===== src/rtl/lcd_pkg.sv =====
// Shared constants and types for the LCD SPI receive path.
package lcd_pkg;

  localparam logic [7:0] CMD_CASET = 8'h2A;
  localparam logic [7:0] CMD_RASET = 8'h2B;
  localparam logic [7:0] CMD_RAMWR = 8'h2C;

  localparam int RGB565_W = 16;

  typedef enum logic [2:0] {
    ST_IDLE,
    ST_CASET_P,
    ST_RASET_P,
    ST_RAMWR,
    ST_SKIP
  } lcd_state_e;

endpackage


===== src/rtl/lcd_spi_rx_if.sv =====
// LCD write bus (4-wire SPI in) and decoded command/pixel stream (out).
interface lcd_spi_rx_if
  import lcd_pkg::*;
#(
  parameter int H_RES = 240,
  parameter int V_RES = 240
);
  localparam int XW = $clog2(H_RES);
  localparam int YW = $clog2(V_RES);

  logic                spi_sclk;
  logic                spi_mosi;
  logic                spi_cs;
  logic                spi_dc;
  logic                cmd_valid;
  logic [7:0]          cmd_byte;
  logic                pix_valid;
  logic [XW-1:0]       pix_x;
  logic [YW-1:0]       pix_y;
  logic [RGB565_W-1:0] pix_data;
  logic                frame_done;
  logic                err;

  modport master (
    output spi_sclk, spi_mosi, spi_cs, spi_dc,
    input  cmd_valid, cmd_byte, pix_valid, pix_x, pix_y, pix_data, frame_done, err
  );

  modport slave (
    input  spi_sclk, spi_mosi, spi_cs, spi_dc,
    output cmd_valid, cmd_byte, pix_valid, pix_x, pix_y, pix_data, frame_done, err
  );

endinterface


===== src/rtl/lcd_spi_byte_rx.sv =====
// SPI mode-0 byte deserialiser: synchronises the pins, shifts MSB first and
// strobes each completed byte with its DC tag.
module lcd_spi_byte_rx #(
  parameter int SYNC_STAGES = 2
) (
  input  logic       clk,
  input  logic       rst_n,
  input  logic       sclk_i,
  input  logic       mosi_i,
  input  logic       cs_i,
  input  logic       dc_i,
  output logic [7:0] byte_o,
  output logic       dc_o,
  output logic       strobe_o,
  output logic       abort_o
);

  logic [3:0]                  pins;
  logic [3:0][SYNC_STAGES-1:0] sync_q, sync_d;
  logic                        sclk_s, mosi_s, cs_s, dc_s;
  logic                        sclk_prev_q, sclk_prev_d;
  logic [7:0]                  shift_q, shift_d;
  logic [2:0]                  cnt_q, cnt_d;
  logic [7:0]                  byte_q, byte_d;
  logic                        dc_q, dc_d;
  logic                        strobe_q, strobe_d;
  logic                        abort_q, abort_d;

  assign pins   = {dc_i, cs_i, mosi_i, sclk_i};
  assign sclk_s = sync_q[0][SYNC_STAGES-1];
  assign mosi_s = sync_q[1][SYNC_STAGES-1];
  assign cs_s   = sync_q[2][SYNC_STAGES-1];
  assign dc_s   = sync_q[3][SYNC_STAGES-1];

  always_comb begin
    for (int i = 0; i < 4; i++) sync_d[i] = {sync_q[i][SYNC_STAGES-2:0], pins[i]};
    sclk_prev_d = sclk_s;
    shift_d     = shift_q;
    cnt_d       = cnt_q;
    byte_d      = byte_q;
    dc_d        = dc_q;
    strobe_d    = 1'b0;
    abort_d     = 1'b0;
    if (cs_s) begin
      // deselect drops any partial byte; only a nonzero count is an error
      cnt_d   = 3'd0;
      abort_d = (cnt_q != 3'd0);
    end else if (sclk_s && !sclk_prev_q) begin
      shift_d = {shift_q[6:0], mosi_s};
      cnt_d   = cnt_q + 3'd1;
      if (cnt_q == 3'd7) begin
        strobe_d = 1'b1;
        byte_d   = {shift_q[6:0], mosi_s};
        dc_d     = dc_s;
      end
    end
  end

  always_ff @(posedge clk or negedge rst_n) begin
    if (!rst_n) begin
      sync_q      <= '0;
      sclk_prev_q <= 1'b0;
      shift_q     <= '0;
      cnt_q       <= '0;
      byte_q      <= '0;
      dc_q        <= 1'b0;
      strobe_q    <= 1'b0;
      abort_q     <= 1'b0;
    end else begin
      sync_q      <= sync_d;
      sclk_prev_q <= sclk_prev_d;
      shift_q     <= shift_d;
      cnt_q       <= cnt_d;
      byte_q      <= byte_d;
      dc_q        <= dc_d;
      strobe_q    <= strobe_d;
      abort_q     <= abort_d;
    end
  end

  assign byte_o   = byte_q;
  assign dc_o     = dc_q;
  assign strobe_o = strobe_q;
  assign abort_o  = abort_q;

endmodule


===== src/rtl/lcd_spi_rx.sv =====
// LCD write-stream decoder: window commands and RAMWR pixel cursor on top of
// the SPI byte receiver.
module lcd_spi_rx
  import lcd_pkg::*;
#(
  parameter int H_RES       = 240,
  parameter int V_RES       = 240,
  parameter int SYNC_STAGES = 2
) (
  input logic         clk,
  input logic         rst_n,
  lcd_spi_rx_if.slave bus
);

  localparam int XW = $clog2(H_RES);
  localparam int YW = $clog2(V_RES);
  localparam logic [15:0] H_LIM = 16'(H_RES);
  localparam logic [15:0] V_LIM = 16'(V_RES);

  logic [7:0] rx_byte;
  logic       rx_dc, rx_strobe, rx_abort;

  lcd_spi_byte_rx #(.SYNC_STAGES(SYNC_STAGES)) u_byte_rx (
    .clk      (clk),
    .rst_n    (rst_n),
    .sclk_i   (bus.spi_sclk),
    .mosi_i   (bus.spi_mosi),
    .cs_i     (bus.spi_cs),
    .dc_i     (bus.spi_dc),
    .byte_o   (rx_byte),
    .dc_o     (rx_dc),
    .strobe_o (rx_strobe),
    .abort_o  (rx_abort)
  );

  lcd_state_e          state_q;
  logic [1:0]          pcnt_q;
  logic [23:0]         par_q;
  logic [XW-1:0]       xs_q, xe_q, cx_q;
  logic [YW-1:0]       ys_q, ye_q, cy_q;
  logic                phase_lo_q;
  logic [7:0]          hi_q;
  logic                cmd_valid_q, pix_valid_q, frame_done_q, err_q;
  logic [7:0]          cmd_byte_q;
  logic [XW-1:0]       pix_x_q;
  logic [YW-1:0]       pix_y_q;
  logic [RGB565_W-1:0] pix_data_q;
  logic [15:0]         p_start, p_end;
  logic                x_ok, y_ok;

  // the fourth parameter byte completes the end coordinate on the fly
  assign p_start = par_q[23:8];
  assign p_end   = {par_q[7:0], rx_byte};
  assign x_ok    = (p_start <= p_end) && (p_end < H_LIM);
  assign y_ok    = (p_start <= p_end) && (p_end < V_LIM);

  always_ff @(posedge clk or negedge rst_n) begin
    if (!rst_n) begin
      state_q      <= ST_IDLE;
      pcnt_q       <= '0;
      par_q        <= '0;
      xs_q         <= '0;
      xe_q         <= XW'(H_RES - 1);
      ys_q         <= '0;
      ye_q         <= YW'(V_RES - 1);
      cx_q         <= '0;
      cy_q         <= '0;
      phase_lo_q   <= 1'b0;
      hi_q         <= '0;
      cmd_valid_q  <= 1'b0;
      cmd_byte_q   <= '0;
      pix_valid_q  <= 1'b0;
      pix_x_q      <= '0;
      pix_y_q      <= '0;
      pix_data_q   <= '0;
      frame_done_q <= 1'b0;
      err_q        <= 1'b0;
    end else begin
      cmd_valid_q  <= 1'b0;
      pix_valid_q  <= 1'b0;
      frame_done_q <= 1'b0;
      err_q        <= rx_abort;
      if (rx_strobe && !rx_dc) begin
        cmd_valid_q <= 1'b1;
        cmd_byte_q  <= rx_byte;
        pcnt_q      <= '0;
        case (rx_byte)
          CMD_CASET: state_q <= ST_CASET_P;
          CMD_RASET: state_q <= ST_RASET_P;
          CMD_RAMWR: begin
            state_q    <= ST_RAMWR;
            cx_q       <= xs_q;
            cy_q       <= ys_q;
            phase_lo_q <= 1'b0;
          end
          default:   state_q <= ST_SKIP;
        endcase
      end else if (rx_strobe) begin
        case (state_q)
          ST_CASET_P, ST_RASET_P: begin
            if (pcnt_q == 2'd3) begin
              if (state_q == ST_CASET_P) begin
                if (x_ok) begin
                  xs_q <= p_start[XW-1:0];
                  xe_q <= p_end[XW-1:0];
                end else err_q <= 1'b1;
              end else begin
                if (y_ok) begin
                  ys_q <= p_start[YW-1:0];
                  ye_q <= p_end[YW-1:0];
                end else err_q <= 1'b1;
              end
              state_q <= ST_SKIP;
            end else begin
              par_q  <= {par_q[15:0], rx_byte};
              pcnt_q <= pcnt_q + 2'd1;
            end
          end
          ST_RAMWR: begin
            if (!phase_lo_q) begin
              hi_q       <= rx_byte;
              phase_lo_q <= 1'b1;
            end else begin
              phase_lo_q   <= 1'b0;
              pix_valid_q  <= 1'b1;
              pix_data_q   <= {hi_q, rx_byte};
              pix_x_q      <= cx_q;
              pix_y_q      <= cy_q;
              frame_done_q <= (cx_q == xe_q) && (cy_q == ye_q);
              if (cx_q == xe_q) begin
                cx_q <= xs_q;
                cy_q <= (cy_q == ye_q) ? ys_q : cy_q + YW'(1);
              end else cx_q <= cx_q + XW'(1);
            end
          end
          default: ;
        endcase
      end
    end
  end

  assign bus.cmd_valid  = cmd_valid_q;
  assign bus.cmd_byte   = cmd_byte_q;
  assign bus.pix_valid  = pix_valid_q;
  assign bus.pix_x      = pix_x_q;
  assign bus.pix_y      = pix_y_q;
  assign bus.pix_data   = pix_data_q;
  assign bus.frame_done = frame_done_q;
  assign bus.err        = err_q;

endmodule


===== src/flat_wrapper.sv =====
// flat-port wrapper written by rule: the top's interface ports become plain ports
module lcd_spi_rx_flat import lcd_pkg::*;
#(
  parameter int H_RES       = 240,
  parameter int V_RES       = 240,
  parameter int SYNC_STAGES = 2
)
  (clk, rst_n, bus_spi_sclk, bus_spi_mosi, bus_spi_cs, bus_spi_dc, bus_cmd_valid, bus_cmd_byte, bus_pix_valid, bus_pix_x, bus_pix_y, bus_pix_data, bus_frame_done, bus_err);
  lcd_spi_rx_if #(.H_RES(H_RES), .V_RES(V_RES)) bus_i ();
  input logic clk;
  input logic rst_n;
  input wire logic [$bits(bus_i.spi_sclk)-1:0] bus_spi_sclk;
  input wire logic [$bits(bus_i.spi_mosi)-1:0] bus_spi_mosi;
  input wire logic [$bits(bus_i.spi_cs)-1:0] bus_spi_cs;
  input wire logic [$bits(bus_i.spi_dc)-1:0] bus_spi_dc;
  output wire logic [$bits(bus_i.cmd_valid)-1:0] bus_cmd_valid;
  output wire logic [$bits(bus_i.cmd_byte)-1:0] bus_cmd_byte;
  output wire logic [$bits(bus_i.pix_valid)-1:0] bus_pix_valid;
  output wire logic [$bits(bus_i.pix_x)-1:0] bus_pix_x;
  output wire logic [$bits(bus_i.pix_y)-1:0] bus_pix_y;
  output wire logic [$bits(bus_i.pix_data)-1:0] bus_pix_data;
  output wire logic [$bits(bus_i.frame_done)-1:0] bus_frame_done;
  output wire logic [$bits(bus_i.err)-1:0] bus_err;
  assign bus_i.spi_sclk = bus_spi_sclk;
  assign bus_i.spi_mosi = bus_spi_mosi;
  assign bus_i.spi_cs = bus_spi_cs;
  assign bus_i.spi_dc = bus_spi_dc;
  assign bus_cmd_valid = bus_i.cmd_valid;
  assign bus_cmd_byte = bus_i.cmd_byte;
  assign bus_pix_valid = bus_i.pix_valid;
  assign bus_pix_x = bus_i.pix_x;
  assign bus_pix_y = bus_i.pix_y;
  assign bus_pix_data = bus_i.pix_data;
  assign bus_frame_done = bus_i.frame_done;
  assign bus_err = bus_i.err;
  lcd_spi_rx #(.H_RES(H_RES), .V_RES(V_RES), .SYNC_STAGES(SYNC_STAGES)) u_core (.clk(clk), .rst_n(rst_n), .bus(bus_i));
endmodule

===== config.mk =====
export PLATFORM = sky130hd
export DESIGN_NAME = lcd_spi_rx_flat
export DESIGN_NICKNAME = d
export VERILOG_FILES = /design/src/rtl/lcd_pkg.sv /design/src/rtl/lcd_spi_rx_if.sv /design/src/rtl/lcd_spi_byte_rx.sv /design/src/rtl/lcd_spi_rx.sv /design/src/flat_wrapper.sv
export SDC_FILE = /design/constraint.sdc
export NUM_CORES = 1
export LEC_CHECK = 0
export BUFFER_PORTS_ARGS = -buffer_cell sky130_fd_sc_hd__buf_4
export CAP_MARGIN = 5
export CORE_MARGIN = 1.5
export CORE_UTILIZATION = 55
export CTS_BUF_LIST = sky130_fd_sc_hd__clkbuf_4 sky130_fd_sc_hd__clkbuf_8 sky130_fd_sc_hd__clkbuf_16
export DETAILED_ROUTE_END_ITERATION = 6
export PLACE_DENSITY = 0.73
export SLEW_MARGIN = 0
export SYNTH_ARGS = -nofsm -noshare
export SYNTH_HDL_FRONTEND = slang
export SYNTH_SLANG_ARGS = --single-unit

===== constraint.sdc =====
create_clock -name clk -period 3.25 [get_ports clk]
set_input_delay 0.1625 -clock clk [delete_from_list [all_inputs] [get_ports clk]]
set_output_delay 0.1625 -clock clk [all_outputs]
set_load 0.01 [all_outputs]

==> results of run 1 <==
-- logic make-up (layout without fill, tap and decap cells) --
family                   Yosys count  count (layout)  synth area share
adder cells (fa/ha/maj)           22              22           0.03869
flip-flops                       160             160            0.5652
multiplexers                      69              69            0.1189
AND/OR/NAND/NOR                  209             209            0.1354
AO/OA/AOI/OAI                     96              96           0.08126
buffers and inverters             57             126           0.03465
XOR/XNOR                          21              21           0.02585
-- cell usage in the layout, fill, tap and decap left out, types with 6 or more instances in the layout --
| cell | Yosys | layout |
|---|---|---|
| o21ai_0 | 47 | 46 |
| nand4_1 | 7 | 7 |
| a21oi_1 | 28 | 28 |
| clkbuf_16 | 0 | 17 |
| dfstp_2 | 14 | 14 |
| nand3_1 | 12 | 12 |
| nor3_1 | 6 | 6 |
| buf_4 | 1 | 60 |
| xor2_1 | 8 | 8 |
| nor2_1 | 28 | 28 |
| and3_1 | 7 | 7 |
| dfrtp_1 | 146 | 146 |
| ha_1 | 22 | 22 |
| inv_1 | 26 | 26 |
| nand2_1 | 121 | 121 |
| mux2_4 | 20 | 20 |
| xnor2_1 | 13 | 13 |
| mux2_2 | 44 | 44 |
-- repair_timing --
action | in CTS | in global routing
hold buffers | 5 | 0
setup endpoints to repair | 0 | 0
endpoints found under the hold margin | 92 | 0
-- registers in the layout, indices dropped and copies added (netlist names), 2 cells and up --
signal                    flops
u_core.par_q                 24
u_core.bus.pix_data          16
u_core.bus.cmd_byte           8
u_core.bus.pix_x              8
u_core.bus.pix_y              8
u_core.cx_q                   8
u_core.cy_q                   8
u_core.hi_q                   8
u_core.u_byte_rx.byte_o       8
u_core.xe_q                   8
u_core.xs_q                   8
u_core.ye_q                   8
u_core.ys_q                   8
u_core.u_byte_rx.shift_q      7
u_core.u_byte_rx.sync_d       4
u_core.state_q                3
u_core.u_byte_rx.cnt_q        3
u_core.pcnt_q                 2
-- synth_stat cells (5+ instances only) --
cell type / n / share of area
o21ai_0: 47 / 0.033
nor3_1: 6 / 0.0042
mux2_4: 20 / 0.042
xor2_1: 8 / 0.0098
xnor2_1: 13 / 0.016
inv_1: 26 / 0.014
and3_1: 7 / 0.0062
nor2_1: 28 / 0.015
a21oi_1: 28 / 0.020
nand3_1: 12 / 0.0084
clkbuf_1: 21 / 0.011
dfrtp_1: 146 / 0.51
nand4_1: 7 / 0.0062
mux2_2: 44 / 0.070
ha_1: 22 / 0.039
mux2i_1: 5 / 0.0070
nand2_1: 121 / 0.064
buf_2: 5 / 0.0035
nor4_1: 5 / 0.0044
dfstp_2: 14 / 0.052
-- critical path: cells and delay by family (launching register included) --
family	cells	cell delay, ns
AOI/OAI and AO/OA	3	0.60
adders and majority gates	1	0.33
buffers and inverters	2	0.55
DFF	1	0.57
muxes	1	0.37
and+or+nand+nor	2	0.34
-- worst paths after layout --
path	startpoint	to	slack, ns
setup / recovery	u_core.u_byte_rx.byte_o[1]	u_core.xs_q[7]	0.38
hold / removal	u_core.u_byte_rx.sync_d[1]	u_core.u_byte_rx.sclk_prev_d	0.35
setup reg to reg	u_core.u_byte_rx.byte_o[1]	u_core.xs_q[7]	0.38
hold reg to reg	u_core.u_byte_rx.sync_d[1]	u_core.u_byte_rx.sclk_prev_d	0.35
max in group asynchronous	rst_n	u_core.par_q[11]	2.03
min in group asynchronous	rst_n	u_core.cy_q[6]	0.41
-- power groups by stage --
stage	Clock, W	Combinational, W	Sequential (W)
detailed placement	0	0.0000980	0.00210
floorplan	0	0.0000415	0.00209
finish	0.00202	0.0000990	0.00207
global placement	0	0.0000927	0.00210
CTS	0.00204	0.000104	0.00207
global route	0.00212	0.000113	0.00207
-- through the flow --
step,setup slack [ns],hold slack (ns),instances,instance area (um2),total power (W)
floorplan,0.6698,-0.1331,634,7114,0.002134
global placement,0.4778,0.2721,838,7666,0.002191
detailed placement,0.4372,0.2728,838,7666,0.002199
CTS,0.4230,0.3529,875,8322,0.004206
global route,0.3009,0.3652,875,8322,0.004307
finish,0.3840,0.3523,875,8322,0.004182
-- layout make-up --
cell class / instances / area (um2)
well taps: 172 / 215.2
flip-flops and latches: 160 / 4021
inverters: 27 / 101.3
repair buffers: 67 / 531.8
multi-input cells: 417 / 2846
clock buffers: 18 / 439.2
fillers: 971 / 4298
clock inverters: 14 / 166.4
-- per-layer routing --
| metal | GRT usage | routed length, um | vias up |
|---|---|---|---|
| li1 | - | - | 2273 |
| met1 | 0.3174 | 6738 | 2353 |
| met2 | 0.3926 | 7190 | 143 |
| met3 | 0.04826 | 677 | 41 |
| met4 | 0.1108 | 457 | 0 |
| met5 | 0 | 0 | - |
==> impl_summary.log, run 1 <==
[metrics] status: completed
[metrics] final-report max-slew violation count: 0
[metrics] power share of the combinational group: 0.024
[metrics] Internal Dissipation: about 0.0033 W
[metrics] via count of the first global-routing pass: around 4700
[metrics] number of enable flip-flop cells after synthesis: 0
[metrics] synthesized net count: 662
[metrics] net count reported at finish: around 700
[metrics] area of the placeable core: about 13000 um2
[metrics] layout cells sized above 1: 0.2603
[metrics] Synth Area per Inst: approximately 11 um2
[metrics] maximum net fanout on the critical path: 16
[metrics] r2r worst-path depth: 9
[metrics] IO buf count: 49
[metrics] Rel. slew slack: 0.1448
[metrics] time the final worst path needs with I/O delays and setup: approximately 2.9 ns
[metrics] initial antenna violation count: 0
[metrics] wire length of the first global-routing pass: ~24 mm
[metrics] Setup Viol. Count Final: 0
[metrics] final antenna diode count: 0
[metrics] largest net degree at the start of global routing: a little under 100
[metrics] peak clock frequency supported by timing: approximately 350 MHz
[metrics] Final Hold Vio Count: 0
[metrics] Setup Skew: 0.007257 ns
[metrics] Primary FF master, synth: dfrtp_1
[metrics] Post-Syn Area: 7114 um2
[metrics] mean routed wirelength per cell: between 15 and 20 um
[metrics] total routed wirelength: between 15 and 20 mm
[metrics] buffers inserted by post-CTS timing repair: 0
[metrics] clk sinks: between 150 and 200
[metrics] worst-path cell chain: inv_1 > ha_1 > nor2b_1 > o211ai_1 > a21boi_0 > nand3b_4 > a2111oi_4 > buf_4 > mux2_2
[metrics] synth-to-layout area growth: 16.97%
[metrics] routability-driven placement congestion ratio: 0.8458
[metrics] sum of negative setup slack: 0 ns
[metrics] floorplan die width: approximately 120 um
[metrics] top-level port count: 50
[metrics] Final Core Density: 0.6594
[metrics] register area share after synthesis: 0.5652
[metrics] Critical-path top delay cell: dfrtp_1
[metrics] Setup crit end kind: register
[metrics] Starting DRT DRC Count: 288
[metrics] startpoint types: register
[metrics] crit path kind: register to register
[metrics] share of power burned in the clock network: 0.482
[metrics] number of resized instances in the post-cts repair step: 0
[metrics] proportion of synthesized flip-flops having asynchronous set or reset: 1.000
[metrics] total routing usage reported by global routing: 0.2423
[metrics] number of clock buffers inserted by TritonCTS: 17
[metrics] placement row count: just over 40
[metrics] Yosys warning count: 0
[metrics] maximum clock path buffer count: 2
[metrics] # Max-Cap Violations: 0
[metrics] sw power: 0.0008767 W
[metrics] clock root buffer: clkbuf_16
[metrics] Worst-Skew Late Latency: roughly 0.42 ns
[metrics] sequential share of power: 0.494
[metrics] critical path's largest stage delay: between 0.5 and 0.6 ns
[metrics] effective utilization at floorplan: 0.5638
[metrics] Initial DRT Pass Iterations: 5
[metrics] HP Class: register to register
[metrics] CP Data Required Time: ~3.6 ns
[metrics] flop and latch count out of synthesis: 160
[metrics] power density cells: 502.5 nW/um2
[metrics] DR vias: 4810
[metrics] cell count of the worst hold path: 0
[metrics] DR vias/cell: approximately 5.5
[metrics] Worst Max-Slew Pin Slew: 1.274 ns
[metrics] hpwl dp: approximately 10 mm
[metrics] number of unique standard cell types used by synthesis: between 50 and 60
[metrics] RSZ-0062 raised after global routing: false
[metrics] number of DRC violations after detailed routing: 0
[metrics] deepest level of the CTS H-tree: 4
[metrics] TritonCTS clock tree: done
[metrics] clk slew on worst S/H paths: 0.06 ns
[metrics] Congestion Overflow GR: 0
[metrics] switching power as a share of total power: 0.2096
[metrics] area enclosed by the die boundary: ~14000 um2
[metrics] maximum vdd ir drop: 0.0003205 V
[metrics] share of the cycle needed by the critical path after routing: 0.8818
[metrics] data arrival time of the critical path: 3.17 ns
[metrics] Synth Instances: 634
[metrics] post-route ant nets: 0
[metrics] Leakage: a little over 4 nW
[metrics] vertical die dimension: approximately 120 um
Power figures use the tool's default switching activity.
==> inputs of run 2 (changes only) <==
ABC_AREA = 1   (was unset)
CTS_CLUSTER_DIAMETER = 100   (was unset)
==> run 2 against run 1 <==
Net effect: global-route usage about the same; clock power up 2%; final area up 0.50%; synthesized cell count grew 24%; first-iteration DRC count up 120%; setup slack improved by 0.23 ns; sequential power decreased by 2%; worst hold slack worse by 0.0070 ns; register-to-register slack improved by 0.23 ns; sequential share of layout area is 0.24 points lower; area after synthesis is 1.4% higher; clock-buffer cell count rose by 5; highest routed layer unchanged.
==> impl_summary.log, run 2 <==
[metrics] maximum net fanout on the critical path: 35 (+19)
[metrics] share of the cycle needed by the critical path after routing: 0.8114 (-0.07044)
[metrics] area of the placeable core: 12720 um2 (+0.81%)
[metrics] register area share after synthesis: 0.5577 (-0.007552)
[metrics] start point of the critical path: u_core.u_byte_rx.byte_o[1]
[metrics] routability-driven placement congestion ratio: 0.8851 (+4.6%)
[metrics] vertical die dimension: 117.5 um (+0.66%)
[metrics] most area-consuming cells after synthesis: dfrtp_1 (51%), nand2_1 (13%), o21ai_0 (5.8%), dfstp_2 (5.1%), ha_1 (3.8%)
[metrics] proportion of synthesized flip-flops having asynchronous set or reset: 1.000 (unchanged)
[metrics] r2r worst-path depth: 14 (+5)
[metrics] Synth Instances: 784 (+24%)
[metrics] Internal Dissipation: 0.003345 W (+1.2%)
[metrics] final-report max-slew violation count: 0 (unchanged)
[metrics] area occupied by multi-input gates: 2785 um2 (-2.2%)
[metrics] Post-Place Cell Area: 7687 um2 (+0.28%)
[metrics] Reg-to-Reg Start: u_core.u_byte_rx.byte_o[1]
[metrics] peak clock frequency supported by timing: 379.2 MHz (+8.7%)
[metrics] net count reported at finish: 860 (+20%)
[metrics] power density cells: 499.8 nW/um2 (-0.55%)
[metrics] Largest delay share family, worst path: simple AND/OR/NAND/NOR gates
[metrics] Primary FF master, synth: dfrtp_1
[metrics] deepest level of the CTS H-tree: 4 (unchanged)
[metrics] Worst-Skew Late Latency: 0.42 ns (about the same)
[metrics] synthesized net count: 812 (+23%)
[metrics] largest net degree at the start of global routing: 97 (-1.0%)
[metrics] Setup Skew: 0.006227 ns (-0.001030 ns)
[metrics] initial antenna violation count: 0 (unchanged)
[metrics] area occupied by registers: 4021 um2 (unchanged)
[metrics] HP Class: primary input to asynchronous set/reset pin
[metrics] clk slew on worst S/H paths: 0.06 ns (about the same)
[metrics] number of enable flip-flop cells after synthesis: 0 (unchanged)
[metrics] worst-path cell chain: inv_1 > ha_1 > nand2_1 > nand2_1 > nand2_1 > nand2_1 > nand2_1 > nand2_1 > nand2_1 > nand2_1 > nand2_2 > nand3_4 > nand2_1 > nand2_1
[metrics] number of unique standard cell types used by synthesis: 38 (-28%)
[metrics] Synth Area per Inst: 9.197 um2 (-18%)
[metrics] sw power: 0.0008345 W (-4.8%)
[metrics] effective utilization at floorplan: 0.5668 (+0.003026)
[metrics] Initial DRT Pass Iterations: 5 (unchanged)
[metrics] power share of the combinational group: 0.020 (-0.004)
[metrics] Setup Viol. Count Final: 0 (unchanged)
[metrics] Starting DRT DRC Count: 625 (+120%)
[metrics] top-count cell post-synth: nand2_1
[metrics] share of power burned in the clock network: 0.494 (+0.012)
[metrics] status: completed
[metrics] sequential share of power: 0.486 (-0.008)
[metrics] worst-case setup margin in the final layout: 0.6130 ns (+0.2289 ns)
[metrics] Final Hold Vio Count: 0 (unchanged)
[metrics] placement row count: 41 (unchanged)
[metrics] total routed wirelength: 15.72 mm (+4.3%)
[metrics] buffers and inverters on the worst path: 1 (-1)
[metrics] crit path kind: register to register
[metrics] TritonCTS clock tree: done
[metrics] Final Core Density: 0.6574 (-0.002073)
[metrics] Critical-path top delay cell: dfrtp_1
[metrics] total non-filler cell area in the finished layout: 8363 um2 (+0.50%)
[metrics] maximum vdd ir drop: 0.0003090 V (-3.6%)
[metrics] startpoint types: register
[metrics] DR vias/cell: 5.379 (-2.2%)
[metrics] most common cell after layout, fill and taps aside: nand2_1
[metrics] register name with the most flops: u_core.par_q
[metrics] leading cell types in the layout, fill and taps excluded: nand2_1 (258), dfrtp_1 (146), o21ai_0 (84), inv_1 (58), buf_4 (53)
[metrics] Congestion Overflow GR: 0 (unchanged)
[metrics] area enclosed by the die boundary: 13810 um2 (+1.3%)
[metrics] mean routed wirelength per cell: 15.45 um (-10%)
[metrics] Leakage: 4.185 nW (+2.6%)
[metrics] time the final worst path needs with I/O delays and setup: 2.637 ns (-0.2289 ns)
[metrics] number of resized instances in the post-cts repair step: 0 (unchanged)
[metrics] Yosys warning count: 0 (unchanged)
[metrics] number of clock buffers inserted by TritonCTS: 17 (unchanged)
[metrics] top-level port count: 50 (unchanged)
[metrics] post-route ant nets: 0 (unchanged)
[metrics] CP Data Required Time: 3.56 ns (about the same)
[metrics] Final Hold Slack: 0.3453 ns (-0.007019 ns)
[metrics] DR vias: 5470 (+14%)
[metrics] hpwl dp: 10.68 mm (+3.8%)
[metrics] flop and latch count out of synthesis: 160 (unchanged)
[metrics] layout cells sized above 1: 0.1527 (-0.1077)
[metrics] wire length of the first global-routing pass: 26.23 mm (+7.5%)
[metrics] final antenna diode count: 0 (unchanged)
[metrics] fill cell total of the finished layout: 1017 (+4.7%)
[metrics] crit-path most repeated cell: nand2_1
[metrics] floorplan die width: 117.5 um (+0.66%)
[metrics] via count of the first global-routing pass: 5289 (+12%)
[metrics] critical path's largest stage delay: 0.53 ns (-0.04 ns)
[metrics] Post-Syn Area: 7211 um2 (+1.4%)
[metrics] Rel. slew slack: 0.4154 (+0.2706)
[metrics] # Max-Cap Violations: 0 (unchanged)
[metrics] worst setup slack before clock tree synthesis: 0.7203 ns (+0.2831 ns)
[metrics] Worst Max-Slew Pin Slew: 0.8769 ns (-0.3973 ns)
[metrics] portion of synthesized cell area occupied by the leading cell type: 0.5067 (-0.006861)
[metrics] RSZ-0062 raised after global routing: false
[metrics] flip-flop count of the largest register, all copies and words added: 24 (unchanged)
[metrics] IO buf count: 49 (unchanged)
[metrics] total routing usage reported by global routing: 0.2418 (-0.0004723)
[metrics] clk sinks: 160 (unchanged)
[metrics] number of DRC violations after detailed routing: 0 (unchanged)
[metrics] switching power as a share of total power: 0.1997 (-0.009968)
[metrics] clock root buffer: clkbuf_16
[metrics] maximum clock path buffer count: 2 (unchanged)
[metrics] cell type contributing the most total cell area after synthesis: dfrtp_1
[metrics] list of most frequent post-synthesis cells: nand2_1 (258), dfrtp_1 (146), o21ai_0 (84)
[metrics] Setup crit end kind: register
[metrics] data arrival time of the critical path: 2.95 ns (-0.22 ns)
[metrics] synth-to-layout area growth: 15.98%
[metrics] sum of negative setup slack: 0 ns (unchanged)
[metrics] number of stages on the worst setup path: 14 (+5)
-- run 2: changes by cell type after synthesis, sizes merged, moves of 12 or more --
| cell | previous run | this run |
|---|---|---|
| a21oi | 28 | 16 |
| nand2 | 122 | 264 |
| inv | 26 | 61 |
| mux2 | 64 | 7 |
| o21ai | 49 | 88 |
| nand4 | 7 | 38 |
-- run 2: power groups by stage --
stage	clock [W]	combinational [W]	sequential [W]
after CTS	0.00210	0.0000848	0.00203
after detailed placement	0	0.0000796	0.00207
after global placement	0	0.0000762	0.00207
after global routing	0.00219	0.0000964	0.00203
final	0.00207	0.0000816	0.00203
after floorplan	0	0.0000238	0.00206
-- run 2: layout make-up --
class / count / area share
flip-flops and latches: 160 / 0.4809
clock buffers: 23 / 0.05925
multi-input cells: 530 / 0.3330
repair buffers: 60 / 0.05730
inverters: 63 / 0.02828
well taps: 172 / 0.02573
clock inverters: 9 / 0.01556
-- run 2: worst paths after layout --
kind / end / slack (ns)
setup / recovery: u_core.xs_q[3] / 0.61
hold / removal: u_core.hi_q[3] / 0.35
setup reg to reg: u_core.xs_q[3] / 0.61
hold reg to reg: u_core.u_byte_rx.sclk_prev_d / 0.35
max in group asynchronous: u_core.u_byte_rx.sclk_prev_q / 2.07
min in group clk: u_core.u_byte_rx.sclk_prev_d / 0.35
-- run 2: cell families (layout without fill, tap and decap cells) --
family                     Yosys count  count (layout)  share of synthesized area
buffers and inverters               94             155                    0.05605
and+or+nand+nor                    364             364                     0.2225
AOI/OAI and AO/OA                  109             109                    0.08069
DFF                                160             160                     0.5577
muxes                                7               7                    0.01093
adders and majority gates           22              22                    0.03817
xor gates and xnor gates            28              28                    0.03401
-- run 2: what timing repair did --
action / in CTS / in global routing
hold buffers: 5 / 0
hold endpoints to repair: 85 / 0
setup buffers: 0 / 0
-- run 2: routing by layer --
metal	up-vias	track usage	routed length [um]
li1	2646	-	-
met4	0	0.1029	354
met2	148	0.3824	7457
met3	30	0.05039	670
met1	2646	0.3271	7234
met5	-	0	0
-- run 2: through the flow --
step	total power, W	std cells
3_3_place_gp	0.002142	980
4_1_cts	0.004218	1017
5_1_grt	0.004324	1017
6_report	0.004180	1017
3_5_place_dp	0.002147	980
2_1_floorplan	0.002089	784
-- run 2: worst reg2reg max path, cell delays in order (launching register included) --
cell and delay [ns]:
dfrtp_1 0.53, inv_1 0.23, ha_1 0.35, nand2_1 0.08, nand2_1 0.05, nand2_1 0.05
nand2_1 0.04, nand2_1 0.06, nand2_1 0.05, nand2_1 0.05, nand2_1 0.06, nand2_2 0.46
nand3_4 0.32, nand2_1 0.15, nand2_1 0.06
==> inputs of run 3 (changes only) <==
ABC_AREA = 0   (was 1)
clock period = 2.5 ns   (was 3.25 ns; I/O delays follow)
==> run 3 against run 2 <==
Net effect: clock-buffer cell count stayed put; fmax is 5.0% higher; global-route usage is 0.13 points higher; cell count is 11% lower; register-to-register slack worse by 0.62 ns; setup slack worse by 0.62 ns; highest routed layer unchanged; final area is 4.1% higher; critical endpoint is now u_core.xe_q[4]; the flow now finishes with violations (negative setup slack); sequential cell count stayed put; sequential power is 33% higher; critical path type unchanged; via count is 9.9% lower; clock skew is 0.0067 ns higher; critical path depth is 5 lower.
==> impl_summary.log, run 3 (synthesis gave the netlist of run 1 again) <==
[metrics] initial antenna violation count: 0 (unchanged)
[metrics] peak clock frequency supported by timing: 398.2 MHz (+5.0%)
[metrics] area enclosed by the die boundary: 13630 um2 (-1.3%)
[metrics] IO buf count: 49 (unchanged)
[metrics] via count of the first global-routing pass: 4806 (-9.1%)
[metrics] worst setup slack before clock tree synthesis: 0.002929 ns (-0.7174 ns)
[metrics] maximum clock path buffer count: 2 (unchanged)
[metrics] clock root buffer: clkbuf_16
[metrics] buffers and inverters on the worst path: 3 (+2)
[metrics] data arrival time of the critical path: 2.82 ns (-0.13 ns)
[metrics] area occupied by registers: 4021 um2 (unchanged)
[metrics] number of placed instances with taps included: 864 (-12%)
[metrics] DR vias/cell: 5.444 (+1.2%)
[metrics] layout cells sized above 1: 0.3097 (+0.1570)
[metrics] Final Hold Vio Count: 0 (unchanged)
[metrics] Setup Skew: 0.01295 ns (+0.006719 ns)
[metrics] # Max-Cap Violations: 0 (unchanged)
[metrics] maximum net fanout on the critical path: 8 (-77%)
[metrics] clk sinks: 160 (unchanged)
[metrics] total routed wire length on the met1 layer: 6.610 mm (-8.6%)
[metrics] leading cell types in the layout, fill and taps excluded: dfrtp_1 (146), nand2_1 (121), buf_4 (84), o21ai_0 (45), mux2_2 (38)
[metrics] top-level port count: 50 (unchanged)
[metrics] Worst Max-Slew Pin Slew: 0.6685 ns (-0.2085 ns)
[metrics] post-route ant nets: 0 (unchanged)
[metrics] Critical-path top delay cell: dfrtp_1
[metrics] final-report max-slew violation count: 0 (unchanged)
[metrics] uppermost layer routed: met4
[metrics] register name with the most flops: u_core.par_q
[metrics] Starting DRT DRC Count: 350 (-44%)
[metrics] power density cells: 620.0 nW/um2 (+24%)
[metrics] deepest level of the CTS H-tree: 4 (unchanged)
[metrics] synth-to-layout area growth: 22.35%
[metrics] violations in the final reports: negative setup slack
[metrics] post-route non-filler standard cell count: 905 (-11%)
[metrics] Rel. slew slack: 0.5516 (+0.1362)
[metrics] Reg-to-Reg Start: u_core.par_q[1]
[metrics] placement row count: 41 (unchanged)
[metrics] net count reported at finish: 748 (-13%)
[metrics] worst-path cell chain: inv_1 > ha_1 > nand4_1 > nor4_4 > nand2_2 > a2111oi_4 > buf_4 > clkbuf_16 > mux2_4
[metrics] flip-flop count of the largest register, all copies and words added: 24 (unchanged)
[metrics] effective utilization at floorplan: 0.5638 (-0.003026)
[metrics] largest net degree at the start of global routing: 60 (-38%)
[metrics] vertical die dimension: 116.7 um (-0.66%)
[metrics] sum of negative setup slack: -0.02387 ns (-0.02387 ns)
[metrics] HP Class: primary input to asynchronous set/reset pin
[metrics] clk slew on worst S/H paths: 0.06 ns (about the same)
[metrics] maximum vdd ir drop: 0.0006186 V (+100%)
[metrics] Final Hold Slack: 0.1965 ns (-0.1488 ns)
[metrics] start point of the critical path: u_core.par_q[1]
[metrics] most common cell after layout, fill and taps aside: dfrtp_1
[metrics] number of DRC violations after detailed routing: 0 (unchanged)
[metrics] critical path's largest stage delay: 0.38 ns (-0.15 ns)
[metrics] area occupied by multi-input gates: 2943 um2 (+5.7%)
[metrics] total routed wirelength: 15.31 mm (-2.6%)
[metrics] met3 WL: 749 um (+12%)
[metrics] Leakage: 4.275 nW (+2.2%)
[metrics] area of the placeable core: 12620 um2 (-0.81%)
[metrics] Worst-Skew Late Latency: 0.43 ns (about the same)
[metrics] RSZ-0062 raised after global routing: true
[metrics] CP Data Required Time: 2.80 ns (-0.76 ns)
[metrics] Initial DRT Pass Iterations: 4 (-1)
[metrics] Largest delay share family, worst path: simple AND/OR/NAND/NOR gates
[metrics] Setup Viol. Count Final: 3 (+3)
[metrics] floorplan die width: 116.7 um (-0.66%)
[metrics] DR vias: 4927 (-9.9%)
[metrics] crit path kind: register to register
[metrics] total routing usage reported by global routing: 0.2432 (+0.001347)
[metrics] final antenna diode count: 0 (unchanged)
[metrics] mean routed wirelength per cell: 16.92 um (+9.5%)
[metrics] routed wl met2: 7.640 mm (+2.5%)
[metrics] TritonCTS clock tree: done
[metrics] fill cell total of the finished layout: 940 (-7.6%)
[metrics] startpoint types: register
[metrics] hpwl dp: 10.60 mm (-0.82%)
[metrics] Setup crit end kind: register
[metrics] Congestion Overflow GR: 0 (unchanged)
[metrics] wire length of the first global-routing pass: 24.67 mm (-5.9%)
[metrics] status: complete, but fails checks
[metrics] routability-driven placement congestion ratio: 0.8161 (-7.8%)
[metrics] time the final worst path needs with I/O delays and setup: 2.511 ns (-0.1259 ns)
[metrics] worst-case setup margin in the final layout: -0.01111 ns (-0.6241 ns)
[metrics] number of clock buffers inserted by TritonCTS: 17 (unchanged)
[metrics] share of the cycle needed by the critical path after routing: 1.004 (+0.1930)
-- run 3: changes by cell type in the layout (fill, tap and decap cells not counted), sizes merged, moves of 12 or more --
cell,change
a21oi,+12
buf,+36
inv,-34
mux2,+57
nand2,-142
nand4,-31
o21ai,-39
-- run 3: layout make-up --
type / instances / share of cell area
timing repair buffer: 97 / 0.09516
sequential: 160 / 0.4620
clock buffer: 23 / 0.05620
tap: 172 / 0.02472
clock inverter: 9 / 0.01222
inverter: 27 / 0.01164
multi-input combinational: 417 / 0.3381
-- run 3: metrics by stage --
step                      total power (W)  instance area [um2]  utilization
after floorplan                  0.002774                 7144            -
after global placement           0.002852                 7941       0.6293
after detailed placement         0.002865                 7941       0.6293
after CTS                        0.005448                 8593       0.6809
after global routing             0.005576                 8705       0.6898
final                            0.005397                 8705       0.6898
-- run 3: timing repair --
item | CTS | global route
resized for setup | 2 | 15
pin swaps | 2 | 1
hold buffers | 5 | 0
setup endpoints to repair | 10 | 32
buffers inserted | 0 | 3
gates cloned | 0 | 1
hold endpoints to repair | 51 | 0
-- run 3: final timing paths --
| path | end | slack (ns) | cells past startpoint |
|---|---|---|---|
| min in group clk | u_core.u_byte_rx.sync_d[3] | 0.34 | 2 |
| min | u_core.bus.pix_y[1] | 0.20 | 2 |
| max in group asynchronous | u_core.xe_q[6] | 1.60 | 3 |
| max reg2reg | u_core.xe_q[4] | -0.01 | 9 |
| min reg2reg | u_core.u_byte_rx.mosi_s | 0.35 | 0 |
| max | u_core.xe_q[4] | -0.01 | 9 |
-- run 3: where the power goes --
group          switching (W)  internal [W]  leakage, nW  total [W]
combinational      0.0000736     0.0000606         1.83   0.000134
clock               0.000995       0.00158        0.290    0.00257
sequential         0.0000399       0.00265         2.15    0.00269
total                0.00111       0.00429         4.27    0.00540
-- run 3: per-layer routing --
layer	GRT usage	up-vias
met3	0.05916	20
met1	0.3138	2458
met4	0.08594	0
li1	-	2330
met2	0.4035	119
met5	0	-
